===== src/rtl/sig_mul_seq.sv =====
// ============================================================================
// Module      : sig_mul_seq
// Description : Multi-cycle shift-and-add multiplier for NSIG+1-bit
//               significands. Optional early exit with SIG_MUL_EARLY_EXIT_EN.
// Revision    : 1.0 - initial release
// ============================================================================
`default_nettype none

module sig_mul_seq #(
    parameter int NSIG = 10
) (
    input  logic                clk,
    input  logic                rst,
    input  logic                in_valid,
    output logic                in_ready,
    input  logic [NSIG:0]       a_sig,
    input  logic [NSIG:0]       b_sig,
    output logic                out_valid,
    input  logic                out_ready,
    output logic [2*NSIG+1:0]   product
);

    localparam int CW = $clog2(NSIG + 1);
    localparam int PW = 2 * NSIG + 2;

    typedef enum logic [1:0] {
        S_IDLE = 2'd0,
        S_RUN  = 2'd1,
        S_DONE = 2'd2
    } state_t;

    state_t          state_q, state_d;
    logic [PW-1:0]   acc_q, acc_d;
    logic [PW-1:0]   mcand_q, mcand_d;
    logic [NSIG:0]   mplier_q, mplier_d;
    logic [CW-1:0]   cnt_q, cnt_d;

    always_ff @(posedge clk) begin
        if (rst) begin
            state_q  <= S_IDLE;
            acc_q    <= '0;
            mcand_q  <= '0;
            mplier_q <= '0;
            cnt_q    <= '0;
        end else begin
            state_q  <= state_d;
            acc_q    <= acc_d;
            mcand_q  <= mcand_d;
            mplier_q <= mplier_d;
            cnt_q    <= cnt_d;
        end
    end

    always_comb begin
        state_d  = state_q;
        acc_d    = acc_q;
        mcand_d  = mcand_q;
        mplier_d = mplier_q;
        cnt_d    = cnt_q;
        case (state_q)
            S_IDLE: begin
                if (in_valid) begin
                    mcand_d  = {{(NSIG + 1){1'b0}}, a_sig};
                    mplier_d = b_sig;
                    acc_d    = '0;
                    cnt_d    = '0;
`ifdef SIG_MUL_EARLY_EXIT_EN
                    state_d  = (b_sig == '0) ? S_DONE : S_RUN;
`else
                    state_d  = S_RUN;
`endif
                end
            end
            S_RUN: begin
                if (mplier_q[0]) begin
                    acc_d = acc_q + mcand_q;
                end
                mcand_d  = mcand_q << 1;
                mplier_d = mplier_q >> 1;
                cnt_d    = cnt_q + CW'(1);
`ifdef SIG_MUL_EARLY_EXIT_EN
                // Remaining multiplier bits all zero: no further adds possible.
                if ((cnt_q == CW'(NSIG)) || ((mplier_q >> 1) == '0)) begin
                    state_d = S_DONE;
                end
`else
                if (cnt_q == CW'(NSIG)) begin
                    state_d = S_DONE;
                end
`endif
            end
            S_DONE: begin
                if (out_ready) begin
                    state_d = S_IDLE;
                end
            end
            default: begin
                state_d = S_IDLE;
            end
        endcase
    end

    assign in_ready  = (state_q == S_IDLE);
    assign out_valid = (state_q == S_DONE);
    assign product   = acc_q;

endmodule

`default_nettype wire


===== config.mk =====
export PLATFORM = sky130hd
export DESIGN_NAME = sig_mul_seq
export DESIGN_NICKNAME = d
export VERILOG_FILES = /design/src/rtl/sig_mul_seq.sv
export SDC_FILE = /design/constraint.sdc
export NUM_CORES = 1
export LEC_CHECK = 0
export CORE_UTILIZATION = 45
export CTS_BUF_LIST = sky130_fd_sc_hd__clkbuf_8
export CTS_CLUSTER_DIAMETER = 200
export DETAILED_ROUTE_END_ITERATION = 16
export HOLD_SLACK_MARGIN = 0.03
export PLACE_DENSITY_LB_ADDON = 0.2
export REMOVE_ABC_BUFFERS = 1
export SYNTH_ARGS = -nofsm -noshare
export SYNTH_HDL_FRONTEND = slang
export SYNTH_SLANG_ARGS = --single-unit

===== constraint.sdc =====
create_clock -name clk -period 3.75 [get_ports clk]
set_input_delay 0.9375 -clock clk [delete_from_list [all_inputs] [get_ports clk]]
set_output_delay 0.9375 -clock clk [all_outputs]
set_load 0.05 [all_outputs]

After elaboration in Yosys (flattened, before gate mapping):

Index checks and enable logic that the tools add are counted.
W data, S select, Z words.

* output and inout port bits: 24
* bits of input ports: 26
* logic and storage cells: 32
* register bits: 61

* eq/ne operators: 7
* multiplexer cells: 13
* reduce and logical (&&, ||, !) cells: 5
* add/subtract/negate cells: 2

Operators with widths (count)
* $pmux W22 S2: 2
* $mux W22: 3
* $add A22 B22 Y22: 1
* $pmux W11 S2: 1
* $mux W11: 1
* $pmux W4 S2: 1
* $mux W2: 3
* $ne A2 B2 Y1 const B: 3
* $pmux W2 S3: 1
* $reduce_and A3 Y1: 2
* $add A4 B1 Y4 const B: 1
* $eq A4 B4 Y1 const B: 1
* $mux W4: 1
* $eq A2 B1 Y1 const B: 1
* $eq A2 B2 Y1 const B: 1
* $logic_not A2 Y1: 1
* $ne A2 B1 Y1 const B: 1
* $reduce_and A2 Y1: 1
* $reduce_bool A2 Y1: 1

Depth between registers and ports, before layout:

* word-level depth: 3
* depth in mapped cells: 10
* mapped depth without buffers: 10

Worst setup path before layout:

No wires, ideal clock.

* kind: register to output
* start: register state_q[1]
* end: output port out_valid
* arrival time: 1688 ps
* slack: 1125 ps
* cell stages (with the launch flop): 4
* path buffers: 2
* required time: 2812 ps
* path through: dfxtp_1 clkbuf_1 clkbuf_1 nor2b_1

* longest elaborated chain between the ends: 1

RTL lines
* start, declared: RTL line 32 `state_t state_q, state_d;`
* start signal, assigned: RTL line 46 `state_q <= state_d;`
* $eq A2 B2 Y1: RTL line 104 `assign out_valid = (state_q == S_DONE);`
* end, declared: RTL line 18 `output logic out_valid,`

No other way between the ends.

Final worst setup path:

Ends and elaborated chain as after synthesis.

==> metrics <==
Critical Path AT=1950 ps; initial core utilization=a little under half; # DRC=0; Final Max Tran Viols=0; nets@finish=roughly 570; met3 WL=416 um; Post-Layout Cell Count=between 600 and 700; post-CTS sizing=0; clock skew=8.28 ps; htree depth=3; M1 wire length=4.11 mm; critical-path cell list=buf_4 > nor2b_1 > clkdlybuf4s50_1; Period minus WS final=slightly below 3000 ps; CTS buffer count=9; top-area cell type share of the netlist area=about a third; largest net degree at the start of global routing=roughly 50; insertion delay to the later sink of the worst-skew pair=between 300 and 400 ps; die area=between 8000 and 9000 um2; Detail Route Antenna Nets=0; Sequential cell area=approximately 1200 um2; CTS clk-pin slew, worst paths=roughly 70 ps; worst slew pin tran=978 ps; Synth async-reset ratio=0%; fillers=about 760; CP Launch Point=state_q[1]; Critical Path RT=~2800 ps; Power Dens Cells=about 330 nW/um2; Pleak=roughly 1.7 nW; worst r2r src=state_q[0]; port bufs=49; # Post-CTS Setup Buffers=0; number of global-route vias before repair=3,169; Rows=32; ys flop type=dfxtp_1; # setup viols final=0; die height=about 90 um; Vias=between 3,000 and 4,000; Final Hold Fails=0; initial drt markers=between 150 and 200; kind of critical path=reg2out; post-DR vias/cell=between 5 and 6; antenna violations before repair=0; status=finished clean; slowest stage delay, CP=between 800 and 900 ps; global-route wire length before repair=14.8 mm; Tot GR Track Use=21.8%; Hold WC Path Type=reg2reg; multi-input logic area=2240 um2; share of layout cells above drive strength 1=approximately 5.8%; Final TNS setup=0 ps; GPL Wtd Cong=between 0.8 and 0.9; root buffer cell=clkbuf_8; syn_area_per_cell=7.53 um2; IO Count=50; Ant. Diodes=0; WP buf/inv=2; routed wl met2=approximately 4.2 mm; synth warn=0; Worst setup EP type=primary output; number of synthesized flops with an enable pin=0; highest metal used=met4; headroom to the max-slew limit=approximately 35%; crit start category=flip-flop; Synth Instances=483; drt pass-1 iters=4; Synth area leaders=dfxtp_1 34%, nor2_1 11%, ha_1 7.9%; # hold bufs at CTS=0; Critical Path Slowest Stage Cell=clkdlybuf4s50_1; Top delay family on crit path=buffers and inverters; Mapped Area=around 3600 um2; placed insts=roughly 610; Max Clock Freq=between 300 and 400 MHz; register bit total from synthesis=61; post-DP HPWL=approximately 6.1 mm; worst-path fanout max=33; max-cap violations=0; Routed WL=8.78 mm; core area=around 7800 um2; Unique masters post-synth=54; CTS tree=yes; largest area contributor in the netlist=dfxtp_1; maximum clock path buffer count=2; DR WL/cell=around 14 um; fin crit share=about 77%; worst ir drop on vdd=~0.2 mV; clk sinks=61; critical hold path startpoint=product[18]; GRT overflow=0; Seq/Total Area, Yosys=between 30% and 40%; RSZ-0062 raised after global routing=no; die width=around 92 um; Area growth syn-to-layout=19.1%
-- cells in the final DEF (no fill, tap or decap), types with 9 or more instances in the layout --
master / n
a21oi_1: 50
a22oi_1: 19
clkbuf_8: 11
clkdlybuf4s50_1: 49
dfxtp_1: 61
ha_1: 23
inv_1: 9
nand2_1: 23
nor2_1: 104
nor2b_1: 22
nor3_1: 24
o21ai_0: 10
o21ai_1: 12
xnor2_1: 13
-- kinds of logic (layout without fill, tap and decap cells) --
| kind of cell | Yosys count | in the layout | synth area share [%] |
|---|---|---|---|
| compound gates | 126 | 126 | 21.8 |
| xor+xnor | 15 | 15 | 3.61 |
| fa+ha+maj | 24 | 24 | 8.46 |
| buf+inv | 43 | 80 | 4.95 |
| flops | 61 | 61 | 33.6 |
| mux | 3 | 3 | 0.860 |
| simple gates | 211 | 211 | 26.7 |
-- registers in the layout (all words and copies together) (netlist names) --
signal	cells
mplier_q	11
product	22
mcand_q	22
state_q	2
cnt_q	4
-- tightest hold or removal path: stages (launching register included) --
cell     delay, ps
dfxtp_1        330
nand2_1         50
o21ai_1         50
-- cell usage after synthesis, drive strengths merged, types with 2 or more instances --
library cell,n
xnor2,13
a211oi,2
a22oi,19
nor2b,22
and2,3
o21bai,7
o31ai,2
nor3,24
xor2,2
a21oi,51
o21ai,22
clkbuf,25
nand4,8
a31oi,2
nor2,104
buf,9
nand2b,7
nand2,24
a21o,8
mux2i,2
nand3,7
o21a,2
and3,2
ha,23
dfxtp,61
or2,3
inv,9
and2b,2
-- per-stage QoR --
step | setup slack (ps) | power, mW | instance area [um2] | hold slack (ps) | util, %
detailed placement | 900 | 0.916 | 4160 | 465 | 53.5
floorplan | 1170 | 0.834 | 3490 | 454 | -
finish | 858 | 1.43 | 4330 | 470 | 55.8
global placement | 931 | 0.912 | 4160 | 453 | 53.5
CTS | 841 | 1.45 | 4330 | 473 | 55.8
global route | 781 | 1.50 | 4330 | 500 | 55.8
-- metal layers --
layer	vias up	global-route usage (%)
met5	-	0
met4	0	5.99
met3	6	5.06
met2	62	36.0
met1	1542	28.4
li1	1742	-
-- worst paths after layout --
check | slack (ps) | cells past startpoint | endpoint
worst min-delay path | 470 | 2 | product[18]
worst max register to register | 1210 | 7 | product[15]
worst min register to register | 470 | 2 | product[18]
worst max-delay path | 860 | 3 | out_valid
-- layout make-up --
| cell class | instances | area share (%) |
|---|---|---|
| Tap cell | 102 | 2.95 |
| Timing Repair Buffer | 55 | 12.4 |
| Multi-Input combinational cell | 379 | 51.6 |
| Clock buffer | 11 | 3.49 |
| Sequential cell | 61 | 28.2 |
| Inverter | 9 | 0.780 |
| Clock inverter | 5 | 0.606 |
-- power by group --
part / leakage (nW) / total, mW / internal (mW) / switching, mW
Clock: 0.0963 / 0.527 / 0.270 / 0.257
Sequential: 0.498 / 0.694 / 0.673 / 0.0211
Combinational: 1.15 / 0.209 / 0.0885 / 0.121
Total: 1.75 / 1.43 / 1.03 / 0.399
No activity file was read; power rests on OpenSTA's default activity.
